[config.mk]
export PLATFORM = sky130hd
export DESIGN_NAME = fetch_stage
export DESIGN_NICKNAME = d
export VERILOG_FILES = /design/src/rtl/riscv_pkg.sv /design/src/rtl/instr_rom.sv /design/src/rtl/fetch_stage.sv
export SDC_FILE = /design/constraint.sdc
export NUM_CORES = 2
export LEC_CHECK = 0
export ABC_AREA = 1
export BUFFER_PORTS_ARGS = -buffer_cell sky130_fd_sc_hd__buf_2
export CORE_MARGIN = 2
export CORE_UTILIZATION = 35
export DETAILED_ROUTE_END_ITERATION = 7
export GPL_TIMING_DRIVEN = 1
export PLACE_DENSITY = 0.56
export SYNTH_ARGS = -nofsm -noshare
export SYNTH_HDL_FRONTEND = slang
export SYNTH_HIERARCHICAL = 1
export SYNTH_SLANG_ARGS = --single-unit
[constraint.sdc]
create_clock -name clock -period 4.3 [get_ports clock]
set_input_delay 1.29 -clock clock [delete_from_list [all_inputs] [get_ports clock]]
set_output_delay 1.29 -clock clock [all_outputs]
set_load 0.05 [all_outputs]
[src/rtl/riscv_pkg.sv]
// Shared pipeline definitions used by fetch, decode and the hazard unit.
package riscv_pkg;

    localparam int unsigned INSTR_W = 32;
    localparam int unsigned PC_W    = 6;
    localparam int unsigned DEPTH   = 64;
    localparam int unsigned COUNT_W = 16;

    // addi x0,x0,0
    localparam logic [INSTR_W-1:0] NOP = 32'h0000_0013;

    typedef enum logic [1:0] {
        BOOT = 2'd0,
        RUN  = 2'd1,
        HOLD = 2'd2
    } fetch_state_e;

    function automatic logic [PC_W-1:0] pc_inc(input logic [PC_W-1:0] pc);
        return pc + PC_W'(1);
    endfunction

    function automatic logic [COUNT_W-1:0] sat_inc(input logic [COUNT_W-1:0] cnt);
        return (cnt == {COUNT_W{1'b1}}) ? cnt : cnt + COUNT_W'(1);
    endfunction

endpackage

[src/rtl/instr_rom.sv]
// Instruction store: asynchronous read, synchronous write, no reset on contents.
module instr_rom
    import riscv_pkg::*;
(
    input  logic               clock,
    input  logic               i_we,
    input  logic [PC_W-1:0]    i_waddr,
    input  logic [INSTR_W-1:0] i_wdata,
    input  logic [PC_W-1:0]    i_raddr,
    output logic [INSTR_W-1:0] o_rdata
);

    logic [INSTR_W-1:0] r_mem [DEPTH];

    always_ff @(posedge clock) begin
        if (i_we) begin
            r_mem[i_waddr] <= i_wdata;
        end
    end

    // Read sees the pre-write word when addresses collide in the same cycle.
    assign o_rdata = r_mem[i_raddr];

endmodule

[src/rtl/fetch_stage.sv]
// Instruction fetch with IF/ID register, one-entry skid buffer and PC redirect on long stalls.
module fetch_stage
    import riscv_pkg::*;
(
    input  logic               clock,
    input  logic               reset,
    input  logic [PC_W-1:0]    pc_in,
    input  logic               stall,
    input  logic               flush,
    input  logic               prog_we,
    input  logic [PC_W-1:0]    prog_addr,
    input  logic [INSTR_W-1:0] prog_data,
    output logic [INSTR_W-1:0] id_instr,
    output logic [PC_W-1:0]    id_pc,
    output logic               id_valid,
    output logic               redirect,
    output logic [PC_W-1:0]    redirect_pc,
    output logic [COUNT_W-1:0] fetch_count
);

    fetch_state_e       r_state;
    logic [INSTR_W-1:0] r_id_instr;
    logic [PC_W-1:0]    r_id_pc;
    logic               r_id_valid;
    logic [INSTR_W-1:0] r_skid_instr;
    logic [PC_W-1:0]    r_skid_pc;
    logic [COUNT_W-1:0] r_fetch_count;
    logic [INSTR_W-1:0] w_rom_data;
    logic               w_redirect;

    instr_rom u_rom (
        .clock   (clock),
        .i_we    (prog_we),
        .i_waddr (prog_addr),
        .i_wdata (prog_data),
        .i_raddr (pc_in),
        .o_rdata (w_rom_data)
    );

    always_ff @(posedge clock or posedge reset) begin
        if (reset) begin
            r_state       <= BOOT;
            r_id_instr    <= NOP;
            r_id_pc       <= '0;
            r_id_valid    <= 1'b0;
            r_skid_instr  <= '0;
            r_skid_pc     <= '0;
            r_fetch_count <= '0;
        end else begin
            unique case (r_state)
                BOOT: begin
                    // PC comes out of reset at 63, so the first edge is a bubble.
                    r_id_instr <= NOP;
                    r_id_valid <= 1'b0;
                    r_state    <= RUN;
                end
                RUN: begin
                    if (flush) begin
                        r_id_instr <= NOP;
                        r_id_valid <= 1'b0;
                    end else if (stall) begin
                        r_skid_instr <= w_rom_data;
                        r_skid_pc    <= pc_in;
                        r_state      <= HOLD;
                    end else begin
                        r_id_instr    <= w_rom_data;
                        r_id_pc       <= pc_in;
                        r_id_valid    <= 1'b1;
                        r_fetch_count <= sat_inc(r_fetch_count);
                    end
                end
                HOLD: begin
                    if (flush) begin
                        r_skid_instr <= '0;
                        r_skid_pc    <= '0;
                        r_id_instr   <= NOP;
                        r_id_valid   <= 1'b0;
                        r_state      <= RUN;
                    end else if (!stall) begin
                        // Drain the skid; pc_in on this edge is deliberately dropped.
                        r_id_instr    <= r_skid_instr;
                        r_id_pc       <= r_skid_pc;
                        r_id_valid    <= 1'b1;
                        r_fetch_count <= sat_inc(r_fetch_count);
                        r_state       <= RUN;
                    end
                end
                default: begin
                    r_state <= BOOT;
                end
            endcase
        end
    end

    assign w_redirect = (r_state == HOLD) && stall && !flush;

    assign id_instr    = r_id_instr;
    assign id_pc       = r_id_pc;
    assign id_valid    = r_id_valid;
    assign redirect    = w_redirect;
    // Only meaningful while redirect is high; parked at zero otherwise.
    assign redirect_pc = w_redirect ? pc_inc(r_skid_pc) : '0;
    assign fetch_count = r_fetch_count;

endmodule

Yosys cells after proc, flatten, opt, wreduce, memory -nomap -nowiden:

Memory sizes are Yosys's and may differ from the RTL's.
Index checks and enable logic that the tools add are counted.

* bits in writable memories: 2048
* memories kept: 1
* bits in registers: 95
* bits of input ports: 49
* logic and storage cells: 68

Memories
* u_rom.r_mem: words 64, width 32, rd ports 1, clocked after Yosys merged registers in 0, write ports 1, line instr_rom.sv:13 `logic [INSTR_W-1:0] r_mem [DEPTH];`

* reductions and logical operators: 14
* $add $sub $neg: 2
* bitwise gates (word level): 3
* multiplexer cells: 29
* equality and inequality tests: 12

Operator list (count)
* $mux W32: 7
* $pmux W32 S3: 1
* $pmux W32 S2: 1
* $mux W6: 8
* $pmux W6 S2: 2
* $add A16 B1 Y16 const B: 1
* $eq A16 B16 Y1 const B: 1
* $ne A2 B2 Y1 const B: 6
* $mux W2: 4
* $reduce_and A4 Y1: 2
* $add A6 B1 Y6 const B: 1
* $ne A3 B3 Y1 const B: 2
* $pmux W2 S3: 1
* $reduce_and A3 Y1: 2
* $reduce_and A5 Y1: 1
* $mux W1: 4
* $reduce_bool A2 Y1: 2
* $ne A3 B2 Y1 const B: 1
* $not A1 Y1: 3
* $reduce_bool A3 Y1: 1
* $eq A2 B1 Y1 const B: 1
* $eq A2 B2 Y1 const B: 1
* $logic_and A1 B1 Y1: 2
* $logic_not A2 Y1: 1
* other kinds (4): 4

Longest topological paths before layout:

* word-level depth: 4
* depth in mapped cells: 17
* gate-level depth less buffers: 13

By module:

Netlist, hierarchy kept.

By module, submodules not included
* instr_rom: times used 1, area each 82097.5 µm², cells each 6737, seq. area each 61499.0 µm²
* fetch_stage: times used 1, area each 5048.6 µm², cells each 608, seq. area each 2381.0 µm²

Worst setup path before layout:

OpenSTA, ideal clock, no wires.

* kind: input-to-reg
* from: input port prog_we
* to: memory u_rom.r_mem[48][0] (enable)
* data required time: 3.798 ns
* path buffers: 1
* setup time: 0.502 ns
* arrival time: 4.918 ns
* stages: 3
* path slack: -1.120 ns
* cells stage by stage: clkbuf_1 nand4_1 nor4_1

* cells in the longest elaborated chain, start to end: 2

RTL lines
* start: declaration: line fetch_stage.sv:10 `input logic prog_we,`
* $mux W1: line instr_rom.sv:16 `if (i_we) begin`
* $mux W1 (implied by the code): line instr_rom.sv:17 `r_mem[i_waddr] <= i_wdata;`
* end: declaration: line instr_rom.sv:13

No other way between the ends.

Worst setup path in the final report:

* from: register r_state[0]
* to: output port redirect_pc[4]

* cells in the longest elaborated chain, start to end: 4

RTL lines
* start: declaration: line fetch_stage.sv:21 `fetch_state_e r_state;`
* start signal: assignment: line fetch_stage.sv:42 `r_state <= BOOT;`
* start signal: assignment: line fetch_stage.sv:55 `r_state <= RUN;`
* start signal: assignment: line fetch_stage.sv:64 `r_state <= HOLD;`
* $eq A2 B2 Y1: line fetch_stage.sv:95 `assign w_redirect = (r_state == HOLD) && stall && !flush;`
* $logic_and A1 B1 Y1 (2 in series): line fetch_stage.sv:95
* $mux W6: line fetch_stage.sv:102 `assign redirect_pc = w_redirect ? pc_inc(r_skid_pc) : '0;`
* end: declaration: line fetch_stage.sv:17 `output logic [PC_W-1:0] redirect_pc,`

No other way between the ends.

==> metrics.md <==
| Metric | Value |
|---|---|
| Pre-antenna DRT Iters | `6` |
| Tmin final | `approximately 3.9 ns` |
| Seq/Total Area, Yosys | `73.3%` |
| Nets | `7590` |
| Hold_buf cts | `0` |
| Largest net degree at the start of global routing | `between 100 and 150` |
| Min-Delay Path Class | `in2async` |
| Slew Limit Fails | `0` |
| Post_cts resized | `0` |
| H-tree levels | `4` |
| Most frequent CP cell | `inv_1` |
| Drt via density | `5.34` |
| Final period utilization | `90.6%` |
| Pin slew with the least headroom to its limit | `1.32 ns` |
| Yosys Warn Count | `6` |
| Clk slew on worst S/H paths | `~0.060 ns` |
| Gr ovfl total | `0` |
| Most frequent cell after synthesis | `nand2_1` |
| WL/cell | `24.6 um` |
| Reg2Reg Setup Slack | `roughly 1.6 ns` |
| Share of cells above drive strength 1 | `between 10% and 20%` |
| I/O pin total | `around 110` |
| Tot GR Track Use | `a little over a fifth` |
| Routed WL | `272 mm` |
| Status | `finished, final reports clean` |
| PwrDens | `464 nW/um^2` |
| Post-route cell area | `100000 sq um` |
| Worst-path cell chain | `inv_1, ha_1, nand3_1, inv_1, o21ai_0, a21oi_1, buf_2` |
| RD Place Congestion | `roughly 0.84` |
| CP required | `3.01 ns` |
| Number of global-route vias before repair | `55603` |
| Worst path slowest cell | `dfrtp_1` |
| Crit path DAT | `2.61 ns` |
| CP Capture Type | `primary output` |
| Utilization after layout | `40.4%` |
| Die height | `between 500 and 600 um` |
| FF+latch count, synth | `2143` |
| Number of flops mapped to enable cells by yosys | `2048` |
| Critical path launch point type | `flop` |
| Crit Path Class | `reg2out` |
| Max cap viols | `0` |
| Syn nets | `7403` |
| CTS buffer count | `210` |
| VDD IR max | `335 uV` |
| Synth area leader | `edfxtp_1` |
| Syn Std Cell Area | `87100 sq um` |
| Avg Inst Size Synth | `11.9 sq um` |
| Slew headroom | `11.7%` |
| Synth Flop Type | `edfxtp_1` |
| # setup viols final | `0` |
| Buffers on Ports | `110` |
| Area share of the largest cell type after synthesis | `70.6%` |
| Initial core utilization | `between 30% and 40%` |
| Worst r2r path cells | `9` |
| Maximum clock frequency | `approximately 260 MHz` |
| Post-CTS setup buffers | `0` |
| Die width | `503 um` |
| Largest cells by area after synthesis | `edfxtp_1 (71%), nand3_1 (11%), nand2_1 (10%), dfrtp_1 (2.6%), buf_2 (1.7%)` |
| DIE AREA | `253000 sq um` |
| Placed instance area | `93700 sq um` |
| Most instantiated cells after synthesis | `nand2_1 (2374), edfxtp_1 (2048), nand3_1 (1957)` |
| First-pass GRT wire length | `391 mm` |
| Worst Path Max Fanout | `6` |
| Clock sink count | `about 2100` |
| Clock buffer depth | `3` |
| Layout overhead on the synthesized area | `15.2%` |
| Final Hold Viols | `0` |
| Final Skew | `a little over 0.05 ns` |
| Initial drt markers | `between 6000 and 7000` |
| Max stage delay on crit path | `0.45 ns` |
| Core Region | `roughly 250000 sq um` |
| Clock Root Buffer | `clkbuf_16` |
| Routed vias | `58946` |
| HPWL after DPL | `154 mm` |
| Row count | `183` |
| Unrepaired setup endpoints after global routing | `false` |
| Ys async rst share | `4.43%` |
| Post-Syn Instances | `about 7300` |
| Post-route antenna net violation count | `0` |
| Antenna violations before repair | `15` |
| DRC violations left | `0` |
| Leak pwr | `35.6 nW` |
| Synth cell types | `38` |
| TritonCTS clock tree | `yes` |
| Clock latency on the worst-skew pair | `0.87 ns` |
layout make-up:
class	instances	area, sq um
clock buffer	279	5700
timing repair buffer	454	4350
antenna	4	10.0
multi-input combinational	4620	20900
tap	3330	4170
sequential	2143	63900
inverter	103	432
fill	23275	148000
clock inverter	105	968
worst max-delay path, delay by kind of cell, from the launching register on:
family | cells | cell delay (ns)
flip-flops | 1 | 0.45
AND/OR/NAND/NOR | 1 | 0.22
adder cells (fa/ha/maj) | 1 | 0.22
AO/OA/AOI/OAI | 2 | 0.25
buffers and inverters | 3 | 0.60
registers in the layout, summed over array words and instances (netlist names):
name          count
u_rom/r_mem    2048
fetch_count      16
r_skid_instr     32
id_pc             6
id_instr         32
r_skid_pc         6
id_valid          1
r_state           2
cell usage in the layout, fill, tap and decap left out, drive strengths merged:
cell type and count:
dfrtp 92, ha 9, o21ai 118, edfxtp 2048, dfstp 3, clkinv 79, xor2 1, nand3 1978
clkinvlp 7, clkbuf 279, bufinv 15, xnor2 5, diode 4, buf 454, o31ai 1, a31oi 6
nor4 8, inv 107, nor2 90, a21oi 4, nand2 2380, nor3 2, nand4 18
logic make-up after synthesis:
kind of cell,share of synthesized area [%]
AOI/OAI and AO/OA,0.864
adders and majority gates,0.129
DFF,73.3
buffers and inverters,3.29
xor gates and xnor gates,0.0603
and+or+nand+nor,22.4
report_power, final:
part	switching (W)	internal, W	total (W)
Clock	0.00793	0.0102	0.0181
Sequential	0.000313	0.0233	0.0236
Combinational	0.00365	0.00120	0.00486
Total	0.0119	0.0347	0.0466
path summary, 6_finish.rpt:
check	start	end
max in group asynchronous	reset	id_instr[4]$_DFFE_PP1P_
hold reg to reg	r_skid_instr[4]$_DFFE_PP0P_	r_skid_instr[4]$_DFFE_PP0P_
min in group clock	r_skid_instr[4]$_DFFE_PP0P_	r_skid_instr[4]$_DFFE_PP0P_
setup / recovery	r_state[0]$_DFFE_PP0P_	redirect_pc[4]
hold / removal	reset	fetch_count[13]$_DFFE_PP0P_
setup reg to reg	r_state[1]$_DFFE_PP0P_	r_skid_instr[28]$_DFFE_PP0P_
routing by layer:
metal	share of wire (%)	up-vias	GRT usage (%)
met3	8.1	428	3.26
met4	2.9	8	6.42
li1	-	26391	-
met2	47	2555	33.9
met1	42	29564	29.4
met5	0.021	-	0
metrics by stage:
stage	hold WS, ns	setup TNS [ns]	total power [W]	setup slack (ns)	cells
floorplan	0.448	-286.72	0.0269	-1.12	7345
global placement	0.464	0	0.0288	0.302	10650
detailed placement	0.469	0	0.0289	0.259	10650
CTS	0.464	0	0.0468	0.363	11034
global route	0.503	0	0.0480	0.251	11035
finish	0.485	0	0.0466	0.404	11038
No activity file was read; power rests on OpenSTA's default activity.
